## src/rtl/spi_pkg.sv

```systemverilog
// Shared widths and FSM state type for the SPI slave receiver.
// Optional input synchronizers are enabled with SPI_RX_SYNC_EN.
package spi_pkg;
  localparam int SPI_WORD_W = 12;
  localparam int SPI_CNT_W  = 4;

  localparam logic [SPI_CNT_W-1:0] SPI_LAST =
    SPI_CNT_W'(SPI_WORD_W - 1);

  typedef logic [SPI_WORD_W-1:0] spi_word_t;

  typedef enum logic [1:0] {
    IDLE,
    RECV,
    WAIT_CS
  } spi_state_t;
endpackage

```

## src/rtl/spi_slave_rx_if.sv

```systemverilog
// SPI pins plus the word-output valid/ready handshake and status flags.
// master drives the serial pins and dout_ready; slave is the receiver.
interface spi_slave_rx_if;
  import spi_pkg::*;

  logic      sclk;
  logic      cs;
  logic      mosi;
  spi_word_t dout;
  logic      dout_valid;
  logic      dout_ready;
  logic      frame_err;
  logic      overrun;

  modport slave (
    input  sclk, cs, mosi, dout_ready,
    output dout, dout_valid, frame_err, overrun
  );

  modport master (
    output sclk, cs, mosi, dout_ready,
    input  dout, dout_valid, frame_err, overrun
  );
endinterface

```

## src/rtl/spi_sync_edge.sv

```systemverilog
// Input register stage with sclk falling-edge and cs edge detection.
// SPI_RX_SYNC_EN inserts 2-flop synchronizers ahead of the stage.
module spi_sync_edge (
  input  logic clk,
  input  logic rst,
  input  logic i_sclk,
  input  logic i_cs,
  input  logic i_mosi,
  output logic o_sclk_fall,
  output logic o_cs_rise,
  output logic o_cs_fall,
  output logic o_mosi
);
  logic w_sclk;
  logic w_cs;
  logic w_mosi;

`ifdef SPI_RX_SYNC_EN
  localparam int VLD_W = 4;

  logic [1:0] r_sclk_s;
  logic [1:0] r_cs_s;
  logic [1:0] r_mosi_s;

  always_ff @(posedge clk or negedge rst) begin
    if (!rst) begin
      r_sclk_s <= 2'b00;
      r_cs_s   <= 2'b11;
      r_mosi_s <= 2'b00;
    end else begin
      r_sclk_s <= {r_sclk_s[0], i_sclk};
      r_cs_s   <= {r_cs_s[0], i_cs};
      r_mosi_s <= {r_mosi_s[0], i_mosi};
    end
  end

  assign w_sclk = r_sclk_s[1];
  assign w_cs   = r_cs_s[1];
  assign w_mosi = r_mosi_s[1];
`else
  localparam int VLD_W = 2;

  assign w_sclk = i_sclk;
  assign w_cs   = i_cs;
  assign w_mosi = i_mosi;
`endif

  logic             r_sclk;
  logic             r_sclk_d;
  logic             r_cs;
  logic             r_cs_d;
  logic             r_mosi;
  logic [VLD_W-1:0] r_vld;

  always_ff @(posedge clk or negedge rst) begin
    if (!rst) begin
      r_sclk   <= 1'b0;
      r_sclk_d <= 1'b0;
      r_cs     <= 1'b1;
      r_cs_d   <= 1'b1;
      r_mosi   <= 1'b0;
      r_vld    <= '0;
    end else begin
      r_sclk   <= w_sclk;
      r_sclk_d <= r_sclk;
      r_cs     <= w_cs;
      r_cs_d   <= r_cs;
      r_mosi   <= w_mosi;
      r_vld    <= {r_vld[VLD_W-2:0], 1'b1};
    end
  end

  // cs edges are masked until the pipeline holds real samples,
  // so a cs already low at reset release is not seen as a fall
  assign o_sclk_fall = r_sclk_d & ~r_sclk;
  assign o_cs_fall   = r_vld[VLD_W-1] & r_cs_d & ~r_cs;
  assign o_cs_rise   = r_vld[VLD_W-1] & ~r_cs_d & r_cs;
  assign o_mosi      = r_mosi;
endmodule

```

## src/rtl/spi_slave_rx.sv

```systemverilog
// 12-bit LSB-first SPI slave receiver with valid/ready word output.
// Define SPI_RX_SYNC_EN for 2-flop input synchronizers.
module spi_slave_rx
  import spi_pkg::*;
(
  input  logic           clk,
  input  logic           rst,
  spi_slave_rx_if.slave  bus
);
  logic w_sclk_fall;
  logic w_cs_rise;
  logic w_cs_fall;
  logic w_mosi;

  spi_sync_edge u_sync (
    .clk         (clk),
    .rst         (rst),
    .i_sclk      (bus.sclk),
    .i_cs        (bus.cs),
    .i_mosi      (bus.mosi),
    .o_sclk_fall (w_sclk_fall),
    .o_cs_rise   (w_cs_rise),
    .o_cs_fall   (w_cs_fall),
    .o_mosi      (w_mosi)
  );

  spi_state_t           r_state;
  logic [SPI_CNT_W-1:0] r_cnt;
  spi_word_t            r_shift;
  spi_word_t            r_dout;
  logic                 r_dout_valid;
  logic                 r_frame_err;
  logic                 r_overrun;

  spi_word_t w_word;
  logic      w_take;
  logic      w_room;

  assign w_word = {w_mosi, r_shift[SPI_WORD_W-1:1]};
  assign w_take = r_dout_valid & bus.dout_ready;
  assign w_room = ~r_dout_valid | bus.dout_ready;

  always_ff @(posedge clk or negedge rst) begin
    if (!rst) begin
      r_state      <= IDLE;
      r_cnt        <= '0;
      r_shift      <= '0;
      r_dout       <= '0;
      r_dout_valid <= 1'b0;
      r_frame_err  <= 1'b0;
      r_overrun    <= 1'b0;
    end else begin
      r_frame_err <= 1'b0;
      if (w_take)
        r_dout_valid <= 1'b0;
      unique case (r_state)
        IDLE: begin
          if (w_cs_fall) begin
            r_state <= RECV;
            r_shift <= w_sclk_fall ? w_word : '0;
            r_cnt   <= w_sclk_fall ? SPI_CNT_W'(1) : '0;
          end
        end
        RECV: begin
          if (w_cs_rise) begin
            r_state     <= IDLE;
            r_cnt       <= '0;
            r_shift     <= '0;
            r_frame_err <= (r_cnt != '0);
          end else if (w_sclk_fall) begin
            if (r_cnt == SPI_LAST) begin
              r_state <= WAIT_CS;
              r_cnt   <= '0;
              r_shift <= '0;
              if (w_room) begin
                r_dout       <= w_word;
                r_dout_valid <= 1'b1;
              end else begin
                r_overrun <= 1'b1;
              end
            end else begin
              r_shift <= w_word;
              r_cnt   <= r_cnt + 1'b1;
            end
          end
        end
        WAIT_CS: begin
          if (w_cs_rise)
            r_state <= IDLE;
        end
        default: r_state <= IDLE;
      endcase
    end
  end

  assign bus.dout       = r_dout;
  assign bus.dout_valid = r_dout_valid;
  assign bus.frame_err  = r_frame_err;
  assign bus.overrun    = r_overrun;
endmodule

```

## src/flat_wrapper.sv

```systemverilog
// flat-port wrapper written by rule: the top's interface ports become plain ports
module spi_slave_rx_flat import spi_pkg::*;
  (clk, rst, bus_sclk, bus_cs, bus_mosi, bus_dout_ready, bus_dout, bus_dout_valid, bus_frame_err, bus_overrun);
  spi_slave_rx_if bus_i ();
  input  logic clk;
  input  logic rst;
  input wire logic [$bits(bus_i.sclk)-1:0] bus_sclk;
  input wire logic [$bits(bus_i.cs)-1:0] bus_cs;
  input wire logic [$bits(bus_i.mosi)-1:0] bus_mosi;
  input wire logic [$bits(bus_i.dout_ready)-1:0] bus_dout_ready;
  output wire logic [$bits(bus_i.dout)-1:0] bus_dout;
  output wire logic [$bits(bus_i.dout_valid)-1:0] bus_dout_valid;
  output wire logic [$bits(bus_i.frame_err)-1:0] bus_frame_err;
  output wire logic [$bits(bus_i.overrun)-1:0] bus_overrun;
  assign bus_i.sclk = bus_sclk;
  assign bus_i.cs = bus_cs;
  assign bus_i.mosi = bus_mosi;
  assign bus_i.dout_ready = bus_dout_ready;
  assign bus_dout = bus_i.dout;
  assign bus_dout_valid = bus_i.dout_valid;
  assign bus_frame_err = bus_i.frame_err;
  assign bus_overrun = bus_i.overrun;
  spi_slave_rx u_core (.clk(clk), .rst(rst), .bus(bus_i));
endmodule
```

## config.mk

```make
export PLATFORM = sky130hd
export DESIGN_NAME = spi_slave_rx_flat
export DESIGN_NICKNAME = d
export VERILOG_FILES = /design/src/rtl/spi_pkg.sv /design/src/rtl/spi_slave_rx_if.sv /design/src/rtl/spi_sync_edge.sv /design/src/rtl/spi_slave_rx.sv /design/src/flat_wrapper.sv
export SDC_FILE = /design/constraint.sdc
export NUM_CORES = 1
export LEC_CHECK = 0
export ABC_AREA = 1
export CAP_MARGIN = 10
export CORE_UTILIZATION = 38
export CTS_CLUSTER_DIAMETER = 80
export DETAILED_ROUTE_END_ITERATION = 8
export GPL_TIMING_DRIVEN = 1
export HOLD_SLACK_MARGIN = 0.06
export PLACE_DENSITY = 0.69
export SLEW_MARGIN = 20
export SYNTH_ARGS = -nofsm -noshare
export SYNTH_HDL_FRONTEND = slang
export SYNTH_HIERARCHICAL = 1
export SYNTH_SLANG_ARGS = --single-unit
```

## constraint.sdc

```tcl
create_clock -name clk -period 1.7 [get_ports clk]
set_input_delay 0.34 -clock clk [delete_from_list [all_inputs] [get_ports clk]]
set_output_delay 0.34 -clock clk [all_outputs]
set_load 0.01 [all_outputs]
```

==> run metrics <==
outcome completed; Top Ports 21; Hold WS 0.373 ns; CTS tree built; Avg Cell Area, Syn 8.76 µm²; depth of the most critical reg-to-reg path 8; Final Total Pwr 2.13 mW; DRT Wirelength 3.02 mm; final setup fails 0; max cap viols 0; Core Footprint 0.00438 mm²; number of H-tree levels 2; Netlist Area Pre-Place 0.00175 mm²; part of the power in the clock network 0.311; RSZ-0062 raised after global routing false; routed len/inst 10.8 µm; P_int 1.53 mW; Port Buf Inserts 20; largest cells by area after synthesis dfrtp_1 53%, nand2_1 17%, nand4_1 4.6%; WP data required 1.36 ns; CP Cell Sequence clkdlybuf4s50_1; kind of critical path register to primary output; estimated wirelength of the detail-placed design 2.16 mm; worst-case clock buffer depth 2; Die Y 69.9 µm; Antenna diodes 0; vias per inst 4.57; peak supply drop 278 µV; vias in the first global route 1197; Synth Register Bits 39; Post-CTS Hold Buffers 1; sequential area share after synthesis 0.559; setup bufs post-CTS 0; Starting DRT DRC Count 118; largest net degree at the start of global routing 27; vias 1275; switch share 0.280; crit-path max cell delay 0.53 ns; commonest cells after routing, fill and taps aside 78 x nand2_1, 37 x dfrtp_1, 20 x inv_1; Fin Clk Skew 0.00438 ns; Die W 69.9 µm; Switch Pwr 0.595 mW; PD cells 1010 mW/mm²; root buffer cell clkbuf_8; commonest non-fill, non-tap cell in the layout nand2_1; Tcrit/Tclk final 0.890; Inserted Clock Buffers 5; CP arrival 1.17 ns; final critical-path required period 1.51 ns; die area 0.00489 mm²; Flop pwr share 0.534; Rows 24; global-route wire length before repair 5.45 mm; Syn-to-layout area delta 20.5%; grt total ovfl 0; NumNets Final 234; antenna viol nets, final 0; met3 WL 105 µm; # resized after CTS 0; Post-Syn Nets 208; wl on met1 1.52 mm; Max Slew Vio Count 0; warnings from Yosys 6; layout cell share with drive strength beyond 1 0.145; DR top layer met4; Gate Count Post-Synth 200; Fin Setup TNS 0 ns; Hold Path Class register to register; starting density of the core 0.400; CP startpoint kind register; metal2 WL 1.35 mm; Critical Path Slowest Stage Cell clkdlybuf4s50_1; Static Leak 1.07 nW; combinational power share 0.154; Worst Hold Depth 0; design area 0.00211 mm²; GP Congestion 0.819; gr usage total 0.140; Yosys cell types 25; share of the synthesized area in the top cell type 0.529; Worst Setup End Kind primary output; clock slew seen by the registers of the worst setup and hold paths 0.07 ns; crit-path leading delay family buffers and inverters; CP Depth 1; placed instance area 0.00200 mm²; CP Max Fanout 2; fmax 661 MHz; drt pass-1 iters 4; number of remaining DRC errors 0; Bufs and invs on worst path 1; Clock Sinks 39; Hold Fails Final Rpt 0; clk_lat worst skew 0.28 ns; initial antenna violation count 0; Synth area leader dfrtp_1
[power groups by stage]
stage / Clock (mW) / Combinational [mW] / Sequential, mW
6_report: 0.661 / 0.329 / 1.14
5_1_grt: 0.727 / 0.383 / 1.14
4_1_cts: 0.689 / 0.334 / 1.13
3_5_place_dp: 0 / 0.328 / 1.15
3_3_place_gp: 0 / 0.321 / 1.15
2_1_floorplan: 0 / 0.254 / 1.13
[Yosys cell counts (all sizes together)]
cell type,instances
conb,1
nand2,83
nand3,7
nor2,19
a21oi,1
inv,22
o21bai,1
a31oi,1
o31ai,1
clkbuf,1
nor3,1
buf,6
ha,2
nand4,13
o21ai,2
dfrtp,37
dfstp,2
[sequential cells by signal, indices dropped and copies added, names as in the netlist, 2 cells and up]
name / count
u_core/r_cnt: 4
u_core/r_state: 2
u_core/r_shift: 11
u_core/u_sync/r_vld: 2
u_core/bus.dout: 12
[logic make-up (layout without fill, tap and decap cells)]
family | count (synthesis) | after routing | share of synthesized area
and+or+nand+nor | 123 | 123 | 0.322
buffers and inverters | 29 | 56 | 0.0821
AOI/OAI and AO/OA | 6 | 6 | 0.0207
other | 1 | 1 | 0.00214
adders and majority gates | 2 | 2 | 0.0143
DFF | 39 | 39 | 0.559
[layout make-up]
type / instances / area, µm²
clock buffer: 8 / 100
fill: 428 / 2270
inverter: 22 / 82.6
multi-input combinational: 132 / 629
sequential: 39 / 978
tap: 52 / 65.1
timing repair buffer: 26 / 255
[worst paths after layout]
| path | start | end | slack, ns |
|---|---|---|---|
| max in group asynchronous | rst | u_core/u_sync/r_cs | 0.61 |
| hold reg to reg | u_core/u_sync/r_cs | u_core/u_sync/r_cs_d | 0.37 |
| min in group asynchronous | rst | u_core/bus.dout[2] | 0.56 |
| setup reg to reg | u_core/u_sync/r_cs | u_core/r_shift[11] | 0.22 |
| setup / recovery | u_core/bus.dout[5] | bus_dout[5] | 0.19 |
| hold / removal | u_core/u_sync/r_cs | u_core/u_sync/r_cs_d | 0.37 |
[metal layers]
metal / vias up / GRT usage
met5: - / 0
met4: 0 / 0.0533
met3: 5 / 0.0346
met2: 23 / 0.213
met1: 578 / 0.194
li1: 669 / -
[through the flow]
| stage | setup WS, ns | instances | util |
|---|---|---|---|
| floorplan | 0.224 | 200 | - |
| global placement | 0.257 | 270 | 0.456 |
| detailed placement | 0.231 | 270 | 0.456 |
| CTS | 0.169 | 279 | 0.481 |
| global route | 0.0581 | 279 | 0.481 |
| finish | 0.188 | 279 | 0.481 |
No activity file was read; power rests on OpenSTA's default activity.
==> patch, RTL diff (same settings) <==
Encoding of `spi_state_t`: now one-hot (3 bits for 3 states).
--- a/src/rtl/spi_pkg.sv
+++ b/src/rtl/spi_pkg.sv
@@ -10,8 +10,8 @@
   typedef logic [SPI_WORD_W-1:0] spi_word_t;
 
-  typedef enum logic [1:0] {
-    IDLE,
-    RECV,
-    WAIT_CS
+  typedef enum logic [2:0] {
+    IDLE    = 3'b001,
+    RECV    = 3'b010,
+    WAIT_CS = 3'b100
   } spi_state_t;
 endpackage
Formal check against the unedited RTL: no difference found for any inputs over 10 cycles, from zero or initial values and one cycle with rst low; not proved beyond that.
==> patch against the unedited design <==
- non-clock buffer count grew 1
- area after synthesis increased by 14%
- final area rose by 14%
- wire length rose by 31%
- hold slack lost 0.016 ns
- via count rose by 27%
- sequential cell count increased by 1
- setup slack got worse by 0.13 ns
- critical path type is now flop to flop
Power is not compared: it rests on default switching activity, and its combinational part moved more than twofold at a synthesized area within 25%.
==> patch: results (changes against the unedited design) <==
.. list-table::
   :header-rows: 1

   * - Metric
     - Value
   * - Crit path arrival time
     - 1.82 ns (+0.65 ns)
   * - Worst-case reg-to-reg path depth
     - 6 (-2)
   * - Pin count of the biggest net entering global routing
     - 25 (-7.4%)
   * - Capture point of the worst reg-to-reg path
     - u_core/bus.dout[10]$_DFFE_PN0P_
   * - Critical Path Fanout Max
     - 12 (+10)
   * - DRC violation total after the first TritonRoute iteration
     - 156 (+32%)
   * - Global placer's final weighted congestion
     - 0.765 (-6.6%)
   * - Clock tree root driver cell
     - sky130_fd_sc_hd__clkbuf_8
   * - Post-synthesis sequential area ratio
     - 50.2% (-5.7 points)
   * - Outcome
     - complete, no violations
   * - Largest clock skew in the final design
     - 0.00830 ns (+0.00392 ns)
   * - Ratio of cells with drive above 1 in the final layout
     - 19.6% (+5.1 points)
   * - Distinct cells, synth
     - 24 (-4.0%)
   * - Vias in the first global route
     - 1485 (+24%)
   * - Kind of capture point of the worst setup path
     - flop
   * - Min cycle time layout
     - 1.64 ns (+0.128 ns)
   * - Pre-CTS setup slack
     - 0.0188 ns (-0.212 ns)
   * - Longest individual stage delay on the worst path
     - 0.41 ns (-0.12 ns)
   * - Vias after detailed routing
     - 1619 (+27%)
   * - Area fraction of the dominant cell type after synthesis
     - 46.2% (-6.6 points)
   * - DRT Wirelength
     - 3.95 mm (+31%)
   * - Delay-heaviest family, CP
     - simple AND/OR/NAND/NOR gates
   * - Global Route Usage Sum
     - 16.1% (+2.1 points)
   * - # nets final
     - 277 (+18%)
   * - Number of nets in the synthesized netlist
     - 251 (+21%)
   * - DP HPWL
     - 2.59 mm (+20%)
   * - Fill count
     - 530 (+24%)
   * - Switching Power
     - approximately 0.9 mW
   * - Most frequent cells after synthesis
     - sky130_fd_sc_hd__nand2_1 (75), sky130_fd_sc_hd__dfrtp_1 (37), sky130_fd_sc_hd__nand3_1 (28), sky130_fd_sc_hd__inv_1 (25), sky130_fd_sc_hd__nor2_1 (20)
-- patch: power groups by stage --
stage | combinational (mW) | clock [mW] | sequential (mW)
2_1_floorplan | 0.600 | 0 | 1.12
3_3_place_gp | 0.736 | 0 | 1.13
3_5_place_dp | 0.744 | 0 | 1.13
4_1_cts | 0.748 | 0.674 | 1.11
5_1_grt | 0.855 | 0.714 | 1.13
6_report | 0.751 | 0.648 | 1.11
-- patch: worst min-delay path by stage --
stage,startpoint,to,slack [ns],cells after the start
3_5_place_dp,rst,u_core/bus.overrun$_DFFE_PN0P_,0.33,1
6_report,u_core/u_sync/r_vld[0]$_DFF_PN0_,u_core/u_sync/r_vld[1]$_DFF_PN0_,0.36,0
4_1_cts,u_core/u_sync/r_vld[0]$_DFF_PN0_,u_core/u_sync/r_vld[1]$_DFF_PN0_,0.36,0
5_1_grt,u_core/u_sync/r_vld[0]$_DFF_PN0_,u_core/u_sync/r_vld[1]$_DFF_PN0_,0.38,0
3_3_place_gp,rst,u_core/bus.overrun$_DFFE_PN0P_,0.33,1
2_1_floorplan,rst,u_core/bus.dout[0]$_DFFE_PN0P_,0.04,0
-- patch: area by class of cell --
class | instances | area share (%)
Clock buffer | 6 | 3.43
Multi-Input combinational cell | 164 | 35.0
Tap cell | 70 | 3.64
Timing Repair Buffer | 27 | 10.9
Sequential cell | 40 | 41.8
Clock inverter | 2 | 0.416
Inverter | 31 | 4.84
-- patch: per-stage QoR --
stage / cell area, um^2 / std cells / utilization (%)
6_report: 2400 / 340 / 47.1
5_1_grt: 2400 / 340 / 47.1
4_1_cts: 2380 / 339 / 46.6
3_5_place_dp: 2280 / 330 / 44.6
3_3_place_gp: 2280 / 330 / 44.6
2_1_floorplan: 2000 / 243 / -
-- patch: what timing repair did --
item / 4_1_cts / 5_1_grt
hold buffers: 1 / 0
endpoints found under the setup margin: 0 / 12
hold endpoints to repair: 17 / 0
gates resized for setup: 0 / 2
-- patch: kinds of logic after synthesis --
| kind of cell | count (synthesis) | share of synthesized area (%) |
|---|---|---|
| other | 1 | 0.187 |
| adder cells (fa/ha/maj) | 2 | 1.25 |
| flip-flops | 40 | 50.2 |
| AND/OR/NAND/NOR | 142 | 32.4 |
| buffers and inverters | 40 | 8.99 |
| AO/OA/AOI/OAI | 18 | 7.06 |
-- patch: per-layer routing --
layer  global-route usage (%)  vias to the layer above  routed length (um)
met1                     20.7                      745                1750
met5                        0                        -                   0
met4                     6.92                        0                  86
li1                         -                      807                   -
met2                     25.1                       59                1870
met3                     4.88                        8                 239
